### config.mk
export PLATFORM = sky130hd
export DESIGN_NAME = mem_port_arbiter
export DESIGN_NICKNAME = d
export VERILOG_FILES = /design/src/rtl/mem_port_arbiter.sv
export SDC_FILE = /design/constraint.sdc
export NUM_CORES = 1
export LEC_CHECK = 0
export ABC_CLOCK_PERIOD_IN_PS = 3600
export CORE_AREA = 3 3 199 201
export CTS_BUF_LIST = sky130_fd_sc_hd__clkbuf_4 sky130_fd_sc_hd__clkbuf_8
export DETAILED_ROUTE_END_ITERATION = 6
export DIE_AREA = 0 0 202 204
export HOLD_SLACK_MARGIN = 0.06
export PLACE_DENSITY = 0.58
export SYNTH_ARGS = -nofsm -noshare
export SYNTH_HDL_FRONTEND = slang
export SYNTH_SLANG_ARGS = --single-unit
### constraint.sdc
create_clock -name CLK -period 3.6 [get_ports CLK]
set_input_delay 0.72 -clock CLK [delete_from_list [all_inputs] [get_ports CLK]]
set_output_delay 0.72 -clock CLK [all_outputs]
set_load 0.05 [all_outputs]
### src/rtl/mem_port_arbiter.sv
// mem_port_arbiter
// Shares one memory port between the instruction-fetch path (port 0, read-only)
// and the load/store path (port 1, read/write). One transaction is in flight at
// a time. Ties are broken round-robin. Responses are routed back to the port
// that issued the request. If memory does not respond within TIMEOUT cycles of
// accepting a request, an error response is returned instead.
//
// Ports:
//   CLK, RSTn             clock (posedge), asynchronous active-low reset
//   IF_REQ_* / IF_ADDR    fetch request handshake and address
//   IF_RESP_* / IF_RDATA  fetch response strobe, 32-bit instruction word, error
//   LS_REQ_* / LS_*       load/store request handshake, address, we, wstrb, wdata
//   LS_RESP_* / LS_RDATA  load/store response strobe (also the store ack), data, error
//   M_REQ_* / M_*         memory request handshake and registered request fields
//   M_RESP_VALID, M_RDATA memory response, exactly one per accepted request
module mem_port_arbiter #(
  parameter int XLEN    = 64,
  parameter int TIMEOUT = 1023
) (
  input  logic            CLK,
  input  logic            RSTn,
  input  logic            IF_REQ_VALID,
  output logic            IF_REQ_READY,
  input  logic [XLEN-1:0] IF_ADDR,
  output logic            IF_RESP_VALID,
  output logic [31:0]     IF_RDATA,
  output logic            IF_RESP_ERR,
  input  logic            LS_REQ_VALID,
  output logic            LS_REQ_READY,
  input  logic [XLEN-1:0] LS_ADDR,
  input  logic            LS_WE,
  input  logic [7:0]      LS_WSTRB,
  input  logic [63:0]     LS_WDATA,
  output logic            LS_RESP_VALID,
  output logic [63:0]     LS_RDATA,
  output logic            LS_RESP_ERR,
  output logic            M_REQ_VALID,
  input  logic            M_REQ_READY,
  output logic [XLEN-1:0] M_ADDR,
  output logic            M_WE,
  output logic [7:0]      M_WSTRB,
  output logic [63:0]     M_WDATA,
  input  logic            M_RESP_VALID,
  input  logic [63:0]     M_RDATA
);

  typedef enum logic [1:0] {
    ST_IDLE  = 2'd0,
    ST_ISSUE = 2'd1,
    ST_WAIT  = 2'd2
  } state_t;

  // Counter only needs to reach TIMEOUT-1; keep at least one bit so TIMEOUT=0 still elaborates.
  localparam int            CW      = (TIMEOUT > 1) ? $clog2(TIMEOUT + 1) : 1;
  localparam logic [CW-1:0] TO_LAST = CW'((TIMEOUT > 0) ? (TIMEOUT - 1) : 0);
  localparam logic          TO_EN   = (TIMEOUT != 0);

  state_t          state_q, state_d;
  logic            owner_q, owner_d;
  logic            last_grant_q, last_grant_d;
  logic [CW-1:0]   cnt_q, cnt_d;
  logic [XLEN-1:0] m_addr_q, m_addr_d;
  logic            m_we_q, m_we_d;
  logic [7:0]      m_wstrb_q, m_wstrb_d;
  logic [63:0]     m_wdata_q, m_wdata_d;

  logic            req_any_s;
  logic            winner_s;
  logic            timeout_s;
  logic            resp_s;
  logic            err_s;

  // Round-robin grant: a lone requester wins, a tie goes to the port that did not win last.
  always_comb begin
    req_any_s = IF_REQ_VALID | LS_REQ_VALID;
    if (IF_REQ_VALID && LS_REQ_VALID) begin
      winner_s = ~last_grant_q;
    end else if (LS_REQ_VALID) begin
      winner_s = 1'b1;
    end else begin
      winner_s = 1'b0;
    end
  end

  // Response/timeout qualification in WAIT; a real response beats a coincident timeout.
  always_comb begin
    timeout_s = TO_EN && (state_q == ST_WAIT) && !M_RESP_VALID && (cnt_q == TO_LAST);
    resp_s    = (state_q == ST_WAIT) && (M_RESP_VALID || timeout_s);
    err_s     = timeout_s;
  end

  // State register and request/bookkeeping registers.
  always_ff @(posedge CLK or negedge RSTn) begin
    if (!RSTn) begin
      state_q      <= ST_IDLE;
      owner_q      <= 1'b0;
      last_grant_q <= 1'b1;
      cnt_q        <= {CW{1'b0}};
      m_addr_q     <= {XLEN{1'b0}};
      m_we_q       <= 1'b0;
      m_wstrb_q    <= 8'h00;
      m_wdata_q    <= 64'h0;
    end else begin
      state_q      <= state_d;
      owner_q      <= owner_d;
      last_grant_q <= last_grant_d;
      cnt_q        <= cnt_d;
      m_addr_q     <= m_addr_d;
      m_we_q       <= m_we_d;
      m_wstrb_q    <= m_wstrb_d;
      m_wdata_q    <= m_wdata_d;
    end
  end

  // Next-state logic: accept in IDLE, hand off in ISSUE, count and finish in WAIT.
  always_comb begin
    state_d      = state_q;
    owner_d      = owner_q;
    last_grant_d = last_grant_q;
    cnt_d        = cnt_q;
    m_addr_d     = m_addr_q;
    m_we_d       = m_we_q;
    m_wstrb_d    = m_wstrb_q;
    m_wdata_d    = m_wdata_q;
    case (state_q)
      ST_IDLE: begin
        if (req_any_s) begin
          state_d      = ST_ISSUE;
          owner_d      = winner_s;
          last_grant_d = winner_s;
          if (winner_s == 1'b0) begin
            m_addr_d  = IF_ADDR;
            m_we_d    = 1'b0;
            m_wstrb_d = 8'h00;
            m_wdata_d = 64'h0;
          end else begin
            m_addr_d = LS_ADDR;
            m_we_d   = LS_WE;
            // Loads carry no byte enables or data so the memory side sees clean fields.
            if (LS_WE) begin
              m_wstrb_d = LS_WSTRB;
              m_wdata_d = LS_WDATA;
            end else begin
              m_wstrb_d = 8'h00;
              m_wdata_d = 64'h0;
            end
          end
        end else begin
          state_d = ST_IDLE;
        end
      end
      ST_ISSUE: begin
        if (M_REQ_READY) begin
          cnt_d   = {CW{1'b0}};
          state_d = ST_WAIT;
        end else begin
          state_d = ST_ISSUE;
        end
      end
      ST_WAIT: begin
        cnt_d = cnt_q + CW'(1'b1);
        if (resp_s) begin
          state_d = ST_IDLE;
        end else begin
          state_d = ST_WAIT;
        end
      end
      default: begin
        state_d = ST_IDLE;
      end
    endcase
  end

  // Output logic: handshakes and response routing to the owner only.
  always_comb begin
    IF_REQ_READY  = (state_q == ST_IDLE) && req_any_s && (winner_s == 1'b0);
    LS_REQ_READY  = (state_q == ST_IDLE) && req_any_s && (winner_s == 1'b1);
    M_REQ_VALID   = (state_q == ST_ISSUE);
    M_ADDR        = m_addr_q;
    M_WE          = m_we_q;
    M_WSTRB       = m_wstrb_q;
    M_WDATA       = m_wdata_q;
    IF_RESP_VALID = resp_s && (owner_q == 1'b0);
    IF_RESP_ERR   = err_s && (owner_q == 1'b0);
    LS_RESP_VALID = resp_s && (owner_q == 1'b1);
    LS_RESP_ERR   = err_s && (owner_q == 1'b1);
    // Data is only passed through for a real response; error responses return zero.
    if (IF_RESP_VALID && !err_s) begin
      IF_RDATA = m_addr_q[2] ? M_RDATA[63:32] : M_RDATA[31:0];
    end else begin
      IF_RDATA = 32'h0;
    end
    if (LS_RESP_VALID && !err_s) begin
      LS_RDATA = M_RDATA;
    end else begin
      LS_RDATA = 64'h0;
    end
  end

endmodule
-- Yosys cells after proc, flatten, opt, wreduce, memory -nomap -nowiden
Index checks and enable logic that the tools add are counted.
- add/sub/neg operators: 1
- equal/unequal tests: 4
- mux-type cells: 17
- bitwise operators: 4
- reduce and logical (&&, ||, !) cells: 20
- operators by type and width (cell ; count):
    $mux 64 ; 4
    $mux 32 ; 2
    $pmux 10 s2 ; 1
    $mux 8 ; 2
    $logic_and 1x1->1 ; 13
    $add 10x1->10 const B ; 1
    $eq 10x10->1 const B ; 1
    $mux 10 ; 1
    $pmux 2 s3 ; 1
    $mux 1 ; 4
    $mux 2 ; 2
    $reduce_and 2->1 ; 2
    $not 1->1 ; 3
    $eq 2x1->1 const B ; 1
    $eq 2x2->1 const B ; 1
    $logic_not 1->1 ; 2
    $logic_not 2->1 ; 1
    $ne 2x1->1 const B ; 1
    $reduce_bool 2->1 ; 1
    $logic_or 1x1->1 ; 1
    $or 1x1->1 ; 1
- flip-flop bits (word level): 151
- input bits: 271
- output and inout port bits: 240
- logic and storage cells: 54

-- Longest topological paths before layout
- depth in word-level cells: 8
- gate-level depth with buffers: 6
- depth with buffers taken out: 5

-- Worst setup path after synthesis
Ideal clock, no wire load.
- kind: register to output
- start point: reg m_addr_q[2], in the netlist M_ADDR[2]
- end point: out IF_RDATA[21]
- data arrival time: 2112 ps
- required time: 2880 ps
- setup slack: 768 ps
- stages on the path, launching flop included: 5
- cells stage by stage: dfrtp_1 > buf_2 > clkbuf_1 > mux2i_1 > nor2_1
- word-level cells in the longest chain between the ends: 2
- ends and longest elaborated chain (what ; line ; RTL):
    start: declaration ; 62 ; logic [XLEN-1:0] m_addr_q, m_addr_d;
    start signal: assignment ; 99 ; m_addr_q <= {XLEN{1'b0}};
    start signal: assignment ; 108 ; m_addr_q <= m_addr_d;
    $mux 32 ; 189 ; IF_RDATA = m_addr_q[2] ? M_RDATA[63:32] : M_RDATA[31:0];
    $mux 32 ; 188 ; if (IF_RESP_VALID && !err_s) begin
    end: declaration ; 26 ; output logic [31:0] IF_RDATA,
Every way passes these cells.

-- Final worst setup path
- start point: in M_RESP_VALID
- end point: out IF_RESP_ERR
- word-level cells in the longest chain between the ends: 4
- ends and longest elaborated chain (what ; line ; RTL):
    start: declaration ; 43 ; input logic M_RESP_VALID,
    $logic_not 1->1 ; 87 ; timeout_s = TO_EN && (state_q == ST_WAIT) && !M_RESP_VALID && (cnt_q == TO_LAST);
    $logic_and 1x1->1 (2 in a row) ; 87 ;
    $logic_and 1x1->1 ; 184 ; IF_RESP_ERR = err_s && (owner_q == 1'b0);
    end: declaration ; 27 ; output logic IF_RESP_ERR,
Every way passes these cells.

==> key figures <==
Synth
  • Post-Syn Nets: 880
  • Synth Warn #: 0
  • Synth cell types: 36
  • Post-synthesis cell count: between 600 and 700
  • Seq cells post-synth: ~150
  • Synthesized area: between 7000 and 8000 sq um
  • Sequential share of the synthesized area: 0.532
  • Avg Cell Area, Syn: 11.7 sq um

Drt
  • Routed WL: between 30 and 40 mm
  • Drt wl/cell: ~21 um
  • Post-DR vias/cell: around 4.4
  • Iter 0 DRT Violations: approximately 240
  • Drc violations: 0
  • Post-DRT Antenna Nets: 0
  • Vias: between 7,000 and 8,000
  • DR pass1 iterations: 4

Timing
  • RSZ-0062 raised after global routing: false
  • Sum Neg Setup Slack: 0 ns
  • Final min period: between 3 and 4 ns
  • Fin Clk Skew: about 0.022 ns
  • Slew margin rel.: 0.434
  • Max-slew violation count: 0
  • Final Hold Fails: 0
  • Least-Margin Pin Slew: 0.849 ns
  • Final Cycle Share: 0.843
  • Fmax achieved: 0.330 GHz
  • Setup violations, final: 0

CTS
  • Clk root buf: clkbuf_8
  • Post-cts gate resize count: 0
  • CTS tree: built
  • # Post-CTS Setup Buffers: 0
  • Clk_lat worst skew: 0.45 ns
  • CTS Buffer Depth: 2
  • Post-CTS Hold Buffers: 0
  • Clock-pin slew on the worst setup and hold paths: 0.10 ns
  • CTS buffer count: 17
  • CTS Sinks: roughly 150
  • H-tree depth: 4

Global routing
  • Vias in the first global route: 7,610
  • Initial antenna violation count: 7
  • Largest net degree at the start of global routing: between 60 and 70
  • Overflow after GRT: 0
  • Tot GR Track Use: 0.157
  • First-pass GRT wire length: roughly 50 mm

Worst setup path
  • Worst EP required: between 2 and 3 ns
  • Worst setup path class: primary input to primary output
  • CP max FO: 6
  • CP endpoint kind: primary output
  • Arrival time at the worst endpoint: around 2.3 ns
  • Critical path launch point type: primary input

Job
  • Max-cap violations: 0

Power
  • Worst VDD drop: 482 uV
  • Pwr Total: ~0.011 W
  • Leakage: a little under 6 nW
  • Power per cell area: slightly below 800 nW/um^2

Final layout
  • Layout cells sized above 1: 0.144
  • Finished Cell Area: 14,200 sq um
  • Layout area overhead: 99.8%
  • Fillers: 3,706
  • Cell Count, Final, Fillers Out: around 1,600
  • Final-stage net count: approximately 1,400

Status
  • Status: complete, no violations

Placed design
  • Port bufs: 510
  • Dpl hpwl: about 26 mm
  • Placed inst area: between 10,000 and 15,000 sq um
  • Placed Cells: approximately 1,600
  • GPL Wtd Cong: approximately 0.86

Worst hold path
  • Worst Hold Class: primary input to asynchronous set/reset pin

Die
  • I/O pins: just over 500
  • Die Ht: between 200 and 250 um
  • Initial Utilization: 0.188
  • Die width: a little over 200 um
  • Die Area: 41,200 sq um
  • Core Area: between 30,000 and 40,000 sq um
  • Std cell rows: 71
## metrics by stage
stage | utilization | hold slack (ns) | setup slack, ns
2_1_floorplan | - | 0.424 | 0.768
3_3_place_gp | 0.365 | 0.461 | 0.587
3_5_place_dp | 0.365 | 0.473 | 0.532
4_1_cts | 0.376 | 0.263 | 0.529
5_1_grt | 0.376 | 0.276 | 0.455
6_report | 0.376 | 0.271 | 0.566
## synth_stat cells (all sizes together)
master / instances / area [sq um]
and2: 66 / 413
a22o: 72 / 631
and3: 4 / 25.0
a221o: 64 / 641
nor3: 1 / 5.00
and4b: 1 / 10.0
and4: 2 / 17.5
or2: 1 / 6.26
dfstp: 1 / 26.3
o21a: 1 / 7.51
o21ai: 4 / 20.0
nand2b: 3 / 18.8
inv: 2 / 7.51
o31ai: 1 / 7.51
ha: 2 / 25.0
a21boi: 64 / 480
dfrtp: 150 / 3750
nand4: 2 / 12.5
nand2: 13 / 48.8
nor2b: 2 / 12.5
xor2: 1 / 8.76
nand3: 4 / 20.0
a21oi: 2 / 10.0
nand3b: 3 / 22.5
nor2: 34 / 128
nor4: 1 / 12.5
o211a: 1 / 10.0
mux2i: 39 / 390
a31oi: 1 / 6.26
buf: 39 / 210
nand4b: 2 / 17.5
a21o: 3 / 22.5
clkbuf: 21 / 78.8
## flip-flops by register name (all words and copies together), names as in the netlist
| register | cells |
|---|---|
| owner_q | 1 |
| M_WE | 1 |
| M_WSTRB | 8 |
| M_ADDR | 64 |
| M_WDATA | 64 |
| last_grant_q | 1 |
| cnt_q | 10 |
| state_q | 2 |
## cell usage in the layout (no fill, tap or decap), types with 5 or more instances in the layout
cell type,Yosys,layout
a21boi_0,64,64
a221o_1,64,64
a22o_1,72,72
and2_1,66,66
buf_12,0,107
buf_4,2,10
clkbuf_8,0,17
clkdlybuf4s50_1,0,407
clkinv_8,0,5
dfrtp_1,150,149
diode_2,0,5
mux2i_1,39,39
nand2_1,13,12
nor2_1,34,33
## where the power goes
part           internal, W  switching, W
Clock             0.000534      0.000834
Combinational      0.00262       0.00428
Sequential         0.00241      0.000485
Total              0.00556       0.00560
## area by class of cell
cell class,instances,area (sq um),share of cell area
clock inverter,15,178,0.0125
clock buffer,17,234,0.0165
antenna,5,12.5,0.000881
inverter,2,7.51,0.000529
tap,511,639,0.0450
sequential,151,3780,0.266
multi-input combinational,394,3040,0.214
timing repair buffer,525,6300,0.444
## path summary, 6_finish.rpt
check	slack, ns	startpoint	cells past startpoint	end
max in group asynchronous	2.44	RSTn	2	cnt_q[6]
worst min register to register	0.49	M_WE	1	M_WE
worst max-delay path	0.57	M_RESP_VALID	5	IF_RESP_ERR
worst max register to register	1.19	state_q[1]	4	M_ADDR[1]
min in group CLK	0.49	M_WE	1	M_WE
worst min-delay path	0.27	RSTn	1	M_ADDR[32]
## routing by layer
metal  part of all wire  GRT usage  vias to the layer above
met4              0.022     0.0439                        0
li1                   -          -                     3255
met2               0.52      0.289                      338
met1               0.39      0.178                     3460
met3              0.069     0.0422                       31
met5                  0          0                        -
## kinds of logic after synthesis
family                     count (synthesis)  share of synthesized area
AOI/OAI and AO/OA                        213                      0.258
muxes                                     39                     0.0549
adders and majority gates                  2                    0.00352
buffers and inverters                     62                     0.0417
DFF                                      151                      0.532
xor gates and xnor gates                   1                    0.00123
and+or+nand+nor                          139                      0.108
## worst max-delay path: stages
cell and delay (ns):
clkdlybuf4s50_1 0.50, nand4b_1 0.23, nor4_2 0.41, nor2b_1 0.29
buf_12 0.17
No activity file was read; power rests on OpenSTA's default activity.
